$ cat config.mk
export PLATFORM = sky130hd
export DESIGN_NAME = vga_fb_arbiter
export DESIGN_NICKNAME = d
export VERILOG_FILES = /design/src/rtl/vga_fb_arbiter.sv
export SDC_FILE = /design/constraint.sdc
export NUM_CORES = 1
export LEC_CHECK = 0
export ABC_CLOCK_PERIOD_IN_PS = 9900
export BUFFER_PORTS_ARGS = -buffer_cell sky130_fd_sc_hd__clkbuf_2
export CAP_MARGIN = 10
export CORE_MARGIN = 1.5
export CORE_UTILIZATION = 50
export CTS_CLUSTER_DIAMETER = 120
export DETAILED_ROUTE_END_ITERATION = 16
export PLACE_DENSITY_LB_ADDON = 0.15
export SETUP_SLACK_MARGIN = 0.05
export SLEW_MARGIN = 25
export SYNTH_ARGS = -nofsm -noshare
export SYNTH_HDL_FRONTEND = slang
export SYNTH_SLANG_ARGS = --single-unit
$ cat constraint.sdc
create_clock -name CLK_100MHz -period 9.9 [get_ports CLK_100MHz]
set_input_delay 0.495 -clock CLK_100MHz [delete_from_list [all_inputs] [get_ports CLK_100MHz]]
set_output_delay 0.495 -clock CLK_100MHz [all_outputs]
set_load 0.05 [all_outputs]
$ cat src/rtl/vga_fb_arbiter.sv
// Framebuffer port arbiter: display tile fetches take the single-port RAM with
// absolute priority, the draw engine gets every remaining cycle.
module vga_fb_arbiter #(
   parameter int TILECOLS = 200,
   parameter int TILEROWS = 150,
   parameter int VLAST    = 665
) (
   input  logic        CLK_100MHz,
   input  logic        Reset,
   input  logic [10:0] CurrentX,
   input  logic [10:0] CurrentY,
   input  logic        HBlank,
   input  logic        VBlank,
   input  logic        DrawReq,
   input  logic [14:0] DrawAddr,
   input  logic        DrawWe,
   input  logic [7:0]  DrawWrData,
   output logic        DrawAck,
   output logic        DrawRdValid,
   output logic [7:0]  DrawRdData,
   output logic [14:0] FbAddr,
   output logic        FbWe,
   output logic [7:0]  FbWrData,
   input  logic [7:0]  FbRdData,
   output logic [7:0]  PixelColor,
   output logic        FrameStart
);

   localparam logic [9:0]  TC = 10'(TILECOLS);
   localparam logic [9:0]  TR = 10'(TILEROWS);
   localparam logic [10:0] VL = 11'(VLAST);

   // Framebuffer rows are 200 tiles wide: r*200 = r*128 + r*64 + r*8.
   function automatic logic [14:0] times200(input logic [8:0] r);
      logic [14:0] rw;
      rw = {6'b0, r};
      return (rw << 7) + (rw << 6) + (rw << 3);
   endfunction

   logic [8:0]  prev_col_q;
   logic        hblank_q, vblank_q;
   logic        disp_rd_pend_q;
   logic [7:0]  next_word_q;
   logic [7:0]  pixel_q, pixel_d;
   logic        draw_rd_valid_q, draw_rd_valid_d;
   logic        frame_start_q, frame_start_d;

   logic [8:0]  col, row;
   logic [9:0]  col_p1, pre_row;
   logic [11:0] y_p1;
   logic [14:0] disp_addr;
   logic        tile_chg, active, in_range, act_evt, hb_rise, y_last, pre_evt, disp_evt;
   logic        unused_x;

   assign unused_x  = ^CurrentX[1:0];
   assign col       = CurrentX[10:2];
   assign row       = CurrentY[10:2];
   assign tile_chg  = (col != prev_col_q);
   assign active    = !HBlank && !VBlank;
   assign col_p1    = {1'b0, col} + 10'd1;
   assign in_range  = ({1'b0, col} < TC) && ({1'b0, row} < TR);
   assign act_evt   = tile_chg && active && (col_p1 < TC) && ({1'b0, row} < TR);

   // Entering horizontal blanking prefetches column 0 of the next line's row.
   assign hb_rise   = HBlank && !hblank_q;
   assign y_last    = (CurrentY == VL);
   assign y_p1      = {1'b0, CurrentY} + 12'd1;
   assign pre_row   = y_last ? 10'd0 : y_p1[11:2];
   assign pre_evt   = hb_rise && ((CurrentY < 11'd599) || y_last) && (pre_row < TR);

   assign disp_evt  = !Reset && (act_evt || pre_evt);
   assign disp_addr = act_evt ? (times200(row) + {5'b0, col_p1}) : times200(pre_row[8:0]);

   always_comb begin
      FbAddr   = '0;
      FbWe     = 1'b0;
      FbWrData = '0;
      DrawAck  = 1'b0;
      if (disp_evt) begin
         FbAddr = disp_addr;
      end else if (!Reset && DrawReq) begin
         FbAddr   = DrawAddr;
         FbWe     = DrawWe;
         FbWrData = DrawWrData;
         DrawAck  = 1'b1;
      end
   end

   always_comb begin
      pixel_d = pixel_q;
      if (!active || !in_range) begin
         pixel_d = '0;
      end else if (tile_chg) begin
         pixel_d = next_word_q;
      end
      draw_rd_valid_d = DrawAck && !DrawWe;
      frame_start_d   = vblank_q && !VBlank;
   end

   always_ff @(posedge CLK_100MHz) begin
      if (Reset) begin
         prev_col_q      <= 9'h1FF;
         hblank_q        <= 1'b0;
         vblank_q        <= 1'b0;
         disp_rd_pend_q  <= 1'b0;
         next_word_q     <= '0;
         pixel_q         <= '0;
         draw_rd_valid_q <= 1'b0;
         frame_start_q   <= 1'b0;
      end else begin
         prev_col_q      <= col;
         hblank_q        <= HBlank;
         vblank_q        <= VBlank;
         disp_rd_pend_q  <= disp_evt;
         if (disp_rd_pend_q) begin
            next_word_q <= FbRdData;
         end
         pixel_q         <= pixel_d;
         draw_rd_valid_q <= draw_rd_valid_d;
         frame_start_q   <= frame_start_d;
      end
   end

   assign DrawRdData  = FbRdData;
   assign DrawRdValid = draw_rd_valid_q;
   assign PixelColor  = pixel_q;
   assign FrameStart  = frame_start_q;

endmodule

==> flow_summary.toml, run 1 <==
[global_route]
grt_pass1_vias = 2629
grt_pass1_wl_um = 12270
grtUsageTotal = 0.2090
grt_max_degree = 27
antenna_found_initial = 0
grt-ovfl-total = 0

[logic_synthesis]
ys_seq_area_frac = 0.1744
synth_area_per_cell_um2 = 8.994
async_flop_share = 0
synth_cell_types = 54
ys.flop_type = "dfxtp_1"
synth_edf_count = 0
synthCells = 383
synth_nets = 508
ys_ff_latch = 30
yosys_warnings = 0
syn_area_um2 = 3445

[detailed_routing]
via_count = 2886
vias_per_cell = 5.266
drc = 0
drt_iter0_markers = 118
wl_um = 7535
antenna_left = 0
wl_per_cell_um = 13.75
first_pass_iters = 5

[sta]
layout_setup_ws_ns = 4.998
setup_viol = 0
fin_crit_sh = 0.4952
fmax_ghz = 0.2040
period_minus_slack_ns = 4.902
max_slew_margin = 0.3470
worst_pin_slew_ns = 0.9720
rsz0062_at_grt = "false"
hold_viol = 0
skew_ns = 0.002600
final_max_slew_viol_count = 0
fin_tns_setup_ns = 0
whs_ns = 0.3814

[status]
status = "finished clean"

[die]
start_util = 0.5127
core_area_um2 = 6719
ioPinCount = 102
fp-row-count = 30
die_h_um = 86
die_w_um = 86
fp.dieArea_um2 = 7396

[job]
max_cap_violations = 0

[clock_network]
htree_levels = 2
cts_tree = "done"
post-cts-setup-buffers = 0
clockBufferDepth = 2
numCtsBuffers = 5
cts.clk_slew.worst_paths_ns = 0.06
clock_latency_ns = 0.28
ctsResizeCount = 0
root_buffer = "clkbuf_8"
cts_hold_buf = 0
clkSinkCount = 30

[critical_path]
startpoint_type = "input port"
path_class = "in2out"
crit_path_end_kind = "output port"
cp_data_required_time_ns = 9.41
arrival_ns = 4.41
cp_max_fo = 7
worst-r2r-cell-count = 7

[hold_path]
min_path_cells = 2
hp-class = "in2reg"

[final_layout]
syn2layout_area_growth_pct = 15.29
final_common_cell = "clkbuf_2"
final_core_util = 0.5911
post_route_cells_drive_above_1_share = 0.2735
design_area_um2 = 3971
num_antenna_cells = 0
layout_common_cells = "clkbuf_2 (99), ha_1 (50), inv_1 (36), nor2_1 (33), dfxtp_1 (30)"
fin_nets = 593

[power_and_ir_drop]
p_leak_nw = 2.021
ir_drop_v = 0.00005556
pwr_density_cell_nw_per_um2 = 114.9

[place]
pre_cts_ws_ns = 5.002
gp_congestion = 0.9105
placed_cell_area_um2 = 3889
io_buffers = 99
post-dp-hpwl_um = 6360
## state kept, by name (all words and copies together) (netlist names)
| signal | flops |
|---|---|
| vblank_q | 1 |
| FrameStart | 1 |
| hblank_q | 1 |
| disp_rd_pend_q | 1 |
| DrawRdValid | 1 |
| next_word_q | 8 |
| PixelColor | 8 |
| prev_col_q | 9 |
## synthesized netlist by cell type, types with 5 or more instances
cell type,count,share of area
ha_1,50,0.18
inv_1,36,0.039
nor2_1,33,0.036
dfxtp_1,30,0.17
xnor2_1,23,0.058
mux2i_1,22,0.064
fa_1,16,0.093
xor2_1,16,0.041
nand2_1,15,0.016
a22o_1,11,0.028
nor3_1,11,0.016
buf_4,10,0.022
or2_2,10,0.018
and2_1,9,0.016
nand3_1,9,0.013
a21oi_1,8,0.012
nand4_1,6,0.011
o21ai_0,6,0.0087
clkbuf_1,5,0.0054
nor2b_1,5,0.0091
## cell type report
cell class | instances | area (um^2)
clock buffer | 5 | 68.82
clock inverter | 2 | 10.01
fill | 626 | 2748
inverter | 36 | 135.1
multi-input combinational | 296 | 2561
sequential | 30 | 600.6
tap | 80 | 100.1
timing repair buffer | 99 | 495.5
## logic make-up after synthesis
group                      count (synthesis)  synth area share
and+or+nand+nor                          118            0.1842
adders and majority gates                 66            0.2746
buffers and inverters                     57           0.08318
AOI/OAI and AO/OA                         46           0.09880
xor gates and xnor gates                  40            0.1057
DFF                                       30            0.1744
muxes                                     26           0.07919
## metal layers
layer,up-vias,wire (um),track usage
met5,-,0,0
li1,1463,-,-
met3,11,398,0.04042
met4,0,101,0.04399
met1,1318,3675,0.2855
met2,94,3360,0.3443
## through the flow
stage | power [W] | cells
floorplan | 0.0003138 | 383
global placement | 0.0003666 | 541
detailed placement | 0.0003695 | 541
CTS | 0.0004621 | 548
global route | 0.0004943 | 548
finish | 0.0004563 | 548
## worst paths after layout
check | start | endpoint | slack (ns)
worst max-delay path | CurrentY[6] | FbAddr[14] | 5.00
worst min-delay path | DrawWe | DrawRdValid | 0.38
worst max register to register | prev_col_q[2] | DrawRdValid | 6.90
worst min register to register | vblank_q | FrameStart | 0.46
## critical path: stages
cell      delay [ns]
clkbuf_2        0.21
inv_1           0.12
ha_1            0.22
nand4_1         0.11
nor2_1          0.14
nor2_1          0.39
inv_1           0.11
fa_1            0.57
inv_1           0.06
ha_1            0.28
a21o_1          0.15
a21oi_1         0.21
o22ai_1         0.14
o41ai_1         0.38
xnor2_1         0.20
nor3_1          0.07
a221o_1         0.30
clkbuf_2        0.24
## where the power goes
part	switching (W)	internal, W	leakage, nW	total [W]
Sequential	0.00000193	0.000125	0.245	0.000126
Clock	0.0000434	0.0000470	0.0438	0.0000904
Combinational	0.000142	0.0000973	1.73	0.000239
Note: power is estimated with default switching activity, not from simulation.
==> inputs of run 2 (changes only) <==
--- a/config.mk
+++ b/config.mk
@@ -5,11 +5,11 @@
 export SDC_FILE = /design/constraint.sdc
 export NUM_CORES = 1
 export LEC_CHECK = 0
-export ABC_CLOCK_PERIOD_IN_PS = 9900
+export ABC_CLOCK_PERIOD_IN_PS = 4000
 export BUFFER_PORTS_ARGS = -buffer_cell sky130_fd_sc_hd__clkbuf_2
 export CAP_MARGIN = 10
 export CORE_MARGIN = 1.5
-export CORE_UTILIZATION = 50
+export CORE_UTILIZATION = 48
 export CTS_CLUSTER_DIAMETER = 120
 export DETAILED_ROUTE_END_ITERATION = 16
 export PLACE_DENSITY_LB_ADDON = 0.15
==> constraint.sdc (replaced) <==
create_clock -name CLK_100MHz -period 4 [get_ports CLK_100MHz]
set_input_delay 0.2 -clock CLK_100MHz [delete_from_list [all_inputs] [get_ports CLK_100MHz]]
set_output_delay 0.2 -clock CLK_100MHz [all_outputs]
set_load 0.05 [all_outputs]
==> run 2 against run 1 <==
Global-route usage increased by 0.80 points. Clock power increased to 2.8 times the previous value. Count of clock-buffer cells in the layout is 1 higher. First-iteration DRC count is 30% lower. Die area increased by 4.0%. Highest routed layer unchanged. Largest power group unchanged. Sequential power up 150%.
==> flow_summary.toml, run 2 (synthesis results as in run 1) <==
[clock_network]
clock_latency_ns = 0.28
numCtsBuffers = 5
cts_hold_buf = 0
root_buffer = "clkbuf_8"
htree_levels = 2
clockBufferDepth = 2
cts.clk_slew.worst_paths_ns = 0.06
clkSinkCount = 30
cts_tree = "done"

[sta]
hold_viol = 0
max_slew_margin = 0.7094
worst_pin_slew_ns = 0.4237
fin_crit_sh = 0.9522
skew_ns = 0.002169
period_minus_slack_ns = 3.809
fin_tns_setup_ns = 0
setup_viol = 0
rsz0062_at_grt = "false"
fmax_ghz = 0.2626
final_max_slew_viol_count = 0

[critical_path]
arrival_ns = 3.61
slowest_stage = "fa_1"
startpoint_type = "input port"
cp_data_required_time_ns = 3.80
path_class = "in2out"
max_stage_delay_ns = 0.41
path_cells = "clkbuf_2 -> ha_1 -> and4_1 -> nand2_1 -> xnor2_1 -> or2_2 -> inv_1 -> fa_1 -> ha_1 -> a21oi_2 -> o22ai_2 -> o41ai_2 -> xnor2_1 -> nor3_1 -> a221o_1 -> buf_6"
crit_path_end_kind = "output port"
cp_max_fo = 5

[die]
ioPinCount = 102
fp-row-count = 30
fp.dieArea_um2 = 7693
die_h_um = 87.71
start_util = 0.5015
core_area_um2 = 6869
die_w_um = 87.71

[detailed_routing]
wl_um = 8262
wl_per_cell_um = 13.77
via_count = 3049
drt_iter0_markers = 83
drc = 0
vias_per_cell = 5.082
antenna_left = 0
first_pass_iters = 4

[global_route]
antenna_found_initial = 0
grt_pass1_vias = 2881
grt-ovfl-total = 0
grtUsageTotal = 0.2170
grt_max_degree = 26
grt_pass1_wl_um = 13050

[power_and_ir_drop]
design_power_total_w = 0.001224
p_leak_nw = 2.213
pwr_density_cell_nw_per_um2 = 282.8
ir_drop_v = 0.0001718

[final_layout]
final_core_util = 0.6304
fillers = 624
fin_nets = 628
post_route_cells_drive_above_1_share = 0.3452
stdcell_count = 600
num_antenna_cells = 0
syn2layout_area_growth_pct = 25.72
design_area_um2 = 4330
layout_common_cells = "clkbuf_2 (97), ha_1 (50), inv_1 (36), buf_4 (36), dfxtp_1 (30)"
regMostFlops = "prev_col_q"
final_common_cell = "clkbuf_2"
largest_register_ffs = 9

[hold_path]
hp-class = "in2reg"

[job]
max_cap_violations = 0

[place]
gp_congestion = 0.8764
dp.cells = 592
post-dp-hpwl_um = 6908
io_buffers = 99
placed_cell_area_um2 = 4172

[status]
status = "finished clean"
-- run 2: worst paths after layout --
kind	start	to	slack, ns	cells after the start
max	CurrentY[2]	FbAddr[14]	0.19	16
min	DrawWe	DrawRdValid	0.08	2
max reg2reg	prev_col_q[2]	DrawRdValid	1.73	9
min reg2reg	vblank_q	FrameStart	0.46	1
-- run 2: final cells by class --
type | count | area [um^2] | share of cell area
Clock inverter | 2 | 12.51 | 0.002889
Timing Repair Buffer | 134 | 767.0 | 0.1771
Tap cell | 96 | 120.1 | 0.02774
Inverter | 36 | 135.1 | 0.03120
Clock buffer | 6 | 82.58 | 0.01907
Multi-Input combinational cell | 296 | 2613 | 0.6033
Sequential cell | 30 | 600.6 | 0.1387
-- run 2: worst max-delay path, delay by kind of cell --
kind | cells | cell delay (ns)
adder cells (fa/ha/maj) | 3 | 0.94
AND/OR/NAND/NOR | 4 | 0.75
XOR/XNOR | 2 | 0.33
AO/OA/AOI/OAI | 4 | 0.98
buffers and inverters | 3 | 0.41
-- run 2: routing by layer --
metal,up-vias,wire length [um],GRT usage
li1,1535,-,-
met1,1421,3946,0.2870
met2,86,3855,0.3692
met3,7,378,0.03205
met4,0,82,0.05772
met5,-,0,0
-- run 2: where the power goes --
group	leakage, nW	switching [W]	internal (W)
Clock	0.0472	0.000118	0.000138
Sequential	0.245	0.00000506	0.000308
Combinational	1.92	0.000375	0.000280
Total	2.21	0.000498	0.000726
-- run 2: what timing repair did --
action | in CTS | in global routing
gates resized for setup | 1 | 20
setup endpoints to repair | 1 | 4
pin swaps | 0 | 8
setup buffers | 0 | 0
-- run 2: stage by stage --
step | hold WS [ns] | worst slack (ns)
floorplan | 0.2716 | 0.3156
global placement | 0.3801 | 0.03849
detailed placement | 0.3793 | -0.03226
CTS | 0.07556 | 0.05346
global route | 0.07831 | 0.04201
finish | 0.08295 | 0.1912
==> inputs of run 3 (changes only) <==
--- a/config.mk
+++ b/config.mk
@@ -8,6 +8,7 @@
 export ABC_CLOCK_PERIOD_IN_PS = 4000
 export BUFFER_PORTS_ARGS = -buffer_cell sky130_fd_sc_hd__clkbuf_2
 export CAP_MARGIN = 10
+export CORE_ASPECT_RATIO = 1.1
 export CORE_MARGIN = 1.5
 export CORE_UTILIZATION = 48
 export CTS_CLUSTER_DIAMETER = 120
==> run 3 against run 2 <==
Critical path depth up 1. First-iteration DRC count grew 24%. Sequential power about the same. Design area about the same. Clock power about the same. Combinational power rose by 0.6%. Clock skew increased by 0.0034 ns. Via count decreased by 1.4%. Fmax up 2.2%. Non-clock buffer count decreased by 2.
==> flow_summary.toml, run 3 (synthesis results as in run 1) <==
[sta]
worst_pin_slew_ns = 0.5775
rsz0062_at_grt = "false"
fin_tns_setup_ns = 0
hold_viol = 0
period_minus_slack_ns = 3.726
fin_crit_sh = 0.9314
setup_viol = 0
final_max_slew_viol_count = 0
fmax_ghz = 0.2684
skew_ns = 0.005525
max_slew_margin = 0.6040

[hold_path]
hp-class = "in2reg"
hold_start = "DrawWe"

[die]
core_area_um2 = 6967
start_util = 0.4944
ioPinCount = 102
die_w_um = 83.77
fp.dieArea_um2 = 7694
fp-row-count = 32
die_h_um = 91.85

[power_and_ir_drop]
power.internal_w = 0.0007352
swShare = 0.4014
seqPwrFrac = 0.255
pwr_density_cell_nw_per_um2 = 283.5
ir_drop_v = 0.0002157
power_frac_clock = 0.208
p_leak_nw = 2.216
comb_power_share = 0.537
design_power_total_w = 0.001228
switchingPower_w = 0.0004930

[clock_network]
root_buffer = "clkbuf_8"
clkSinkCount = 30
htree_levels = 2
clockBufferDepth = 2
clock_latency_ns = 0.28
cts_tree = "done"
numCtsBuffers = 5
cts.clk_slew.worst_paths_ns = 0.06
post-cts-setup-buffers = 0

[detailed_routing]
wl_um = 7967
antenna_left = 0
vias_per_cell = 5.121
drt_iter0_markers = 103
via_count = 3006
wl_per_cell_um = 13.57
first_pass_iters = 4
drc = 0

[critical_path]
max_stage_delay_ns = 0.49
path_common_cell = "ha_1"
slowest_stage = "fa_1"
rr_startpoint = "prev_col_q[2]"
critPathTopFamily = "adder cells"
crit_path_end_kind = "output port"
cp_max_fo = 2
arrival_ns = 3.53
startpoint = "CurrentX[2]"
path_cells = "clkbuf_2 -> ha_1 -> nand2_1 -> nor2_2 -> xnor2_2 -> fa_1 -> inv_1 -> ha_1 -> ha_1 -> a21oi_2 -> o211ai_1 -> o21a_1 -> a21o_1 -> a21oi_2 -> xnor2_2 -> a221o_1 -> buf_4"
path_class = "in2out"
path_buf_inv = 3
startpoint_type = "input port"
cp_data_required_time_ns = 3.80

[global_route]
grt_pass1_vias = 2896
grtUsageTotal = 0.2117
grt_max_degree = 26
grt-ovfl-total = 0
antenna_found_initial = 0
grt_pass1_wl_um = 13290

[job]
max_cap_violations = 0

[final_layout]
largest_register_ffs = 9
design_area_um2 = 4333
fin_nets = 626
layout_common_cells = "clkbuf_2 (96), ha_1 (50), inv_1 (36), buf_4 (32), dfxtp_1 (30)"
final_core_util = 0.6219
post_route_cells_drive_above_1_share = 0.3486
stdcell_count = 587
fillers = 635
syn2layout_area_growth_pct = 25.79
num_antenna_cells = 0
final_common_cell = "clkbuf_2"
regMostFlops = "prev_col_q"

[place]
post-dp-hpwl_um = 6715
gp_congestion = 0.8729
dp.cells = 579
io_buffers = 99
placed_cell_area_um2 = 4168

[status]
status = "finished clean"
## run 3: cell count changes in the layout (fill, tap and decap cells not counted)
cell      delta
clkbuf_2     -1
xnor2_2      +1
a21oi_1      -1
o21ai_2      +1
nor2_2       +1
clkbuf_4     +1
xnor2_1      -1
buf_2        +1
buf_12       +2
buf_4        -4
nor2_4       -1
o21ai_1      -1
buf_6        -1
a21oi_2      +1
## run 3: stage by stage
step	setup slack [ns]	hold slack, ns
after floorplan	0.3156	0.2716
after detailed placement	0.008625	0.3797
after global placement	0.07410	0.3762
after global routing	0.06908	0.08388
final	0.2744	0.09078
after CTS	0.08159	0.08271
## run 3: worst paths after layout
kind                  to  slack (ns)  depth (start not counted)
max reg2reg  DrawRdValid        1.82                          9
max           FbAddr[14]        0.27                         17
min          DrawRdValid        0.09                          2
min reg2reg   FrameStart        0.45                          1
## run 3: power groups by stage
| stage | Combinational (W) | Sequential (W) | Clock (W) |
|---|---|---|---|
| finish | 0.000659 | 0.000313 | 0.000256 |
| global route | 0.000737 | 0.000314 | 0.000276 |
| CTS | 0.000645 | 0.000313 | 0.000261 |
| detailed placement | 0.000637 | 0.000320 | 0 |
| global placement | 0.000632 | 0.000319 | 0 |
| floorplan | 0.000456 | 0.000320 | 0 |
## run 3: cell type report
| type | count | area, um^2 | area share |
|---|---|---|---|
| Clock buffer | 6 | 82.58 | 0.01906 |
| Clock inverter | 2 | 12.51 | 0.002888 |
| Inverter | 36 | 135.1 | 0.03119 |
| Multi-Input combinational cell | 296 | 2623 | 0.6053 |
| Sequential cell | 30 | 600.6 | 0.1386 |
| Tap cell | 85 | 106.4 | 0.02455 |
| Timing Repair Buffer | 132 | 773.2 | 0.1785 |
## run 3: per-layer routing
metal  vias to the layer above  track usage  share of wire
met5                         -            0              0
met4                         0      0.03552         0.0053
met3                         4      0.03150          0.042
met2                        94       0.3683           0.47
met1                      1378       0.2827           0.48
li1                       1530            -              -
## run 3: timing repair
| action | CTS | global route |
|---|---|---|
| hold buffers | 0 | 0 |
| resized for setup | 1 | 21 |
| pin swaps | 0 | 4 |
| endpoints found under the setup margin | 1 | 3 |
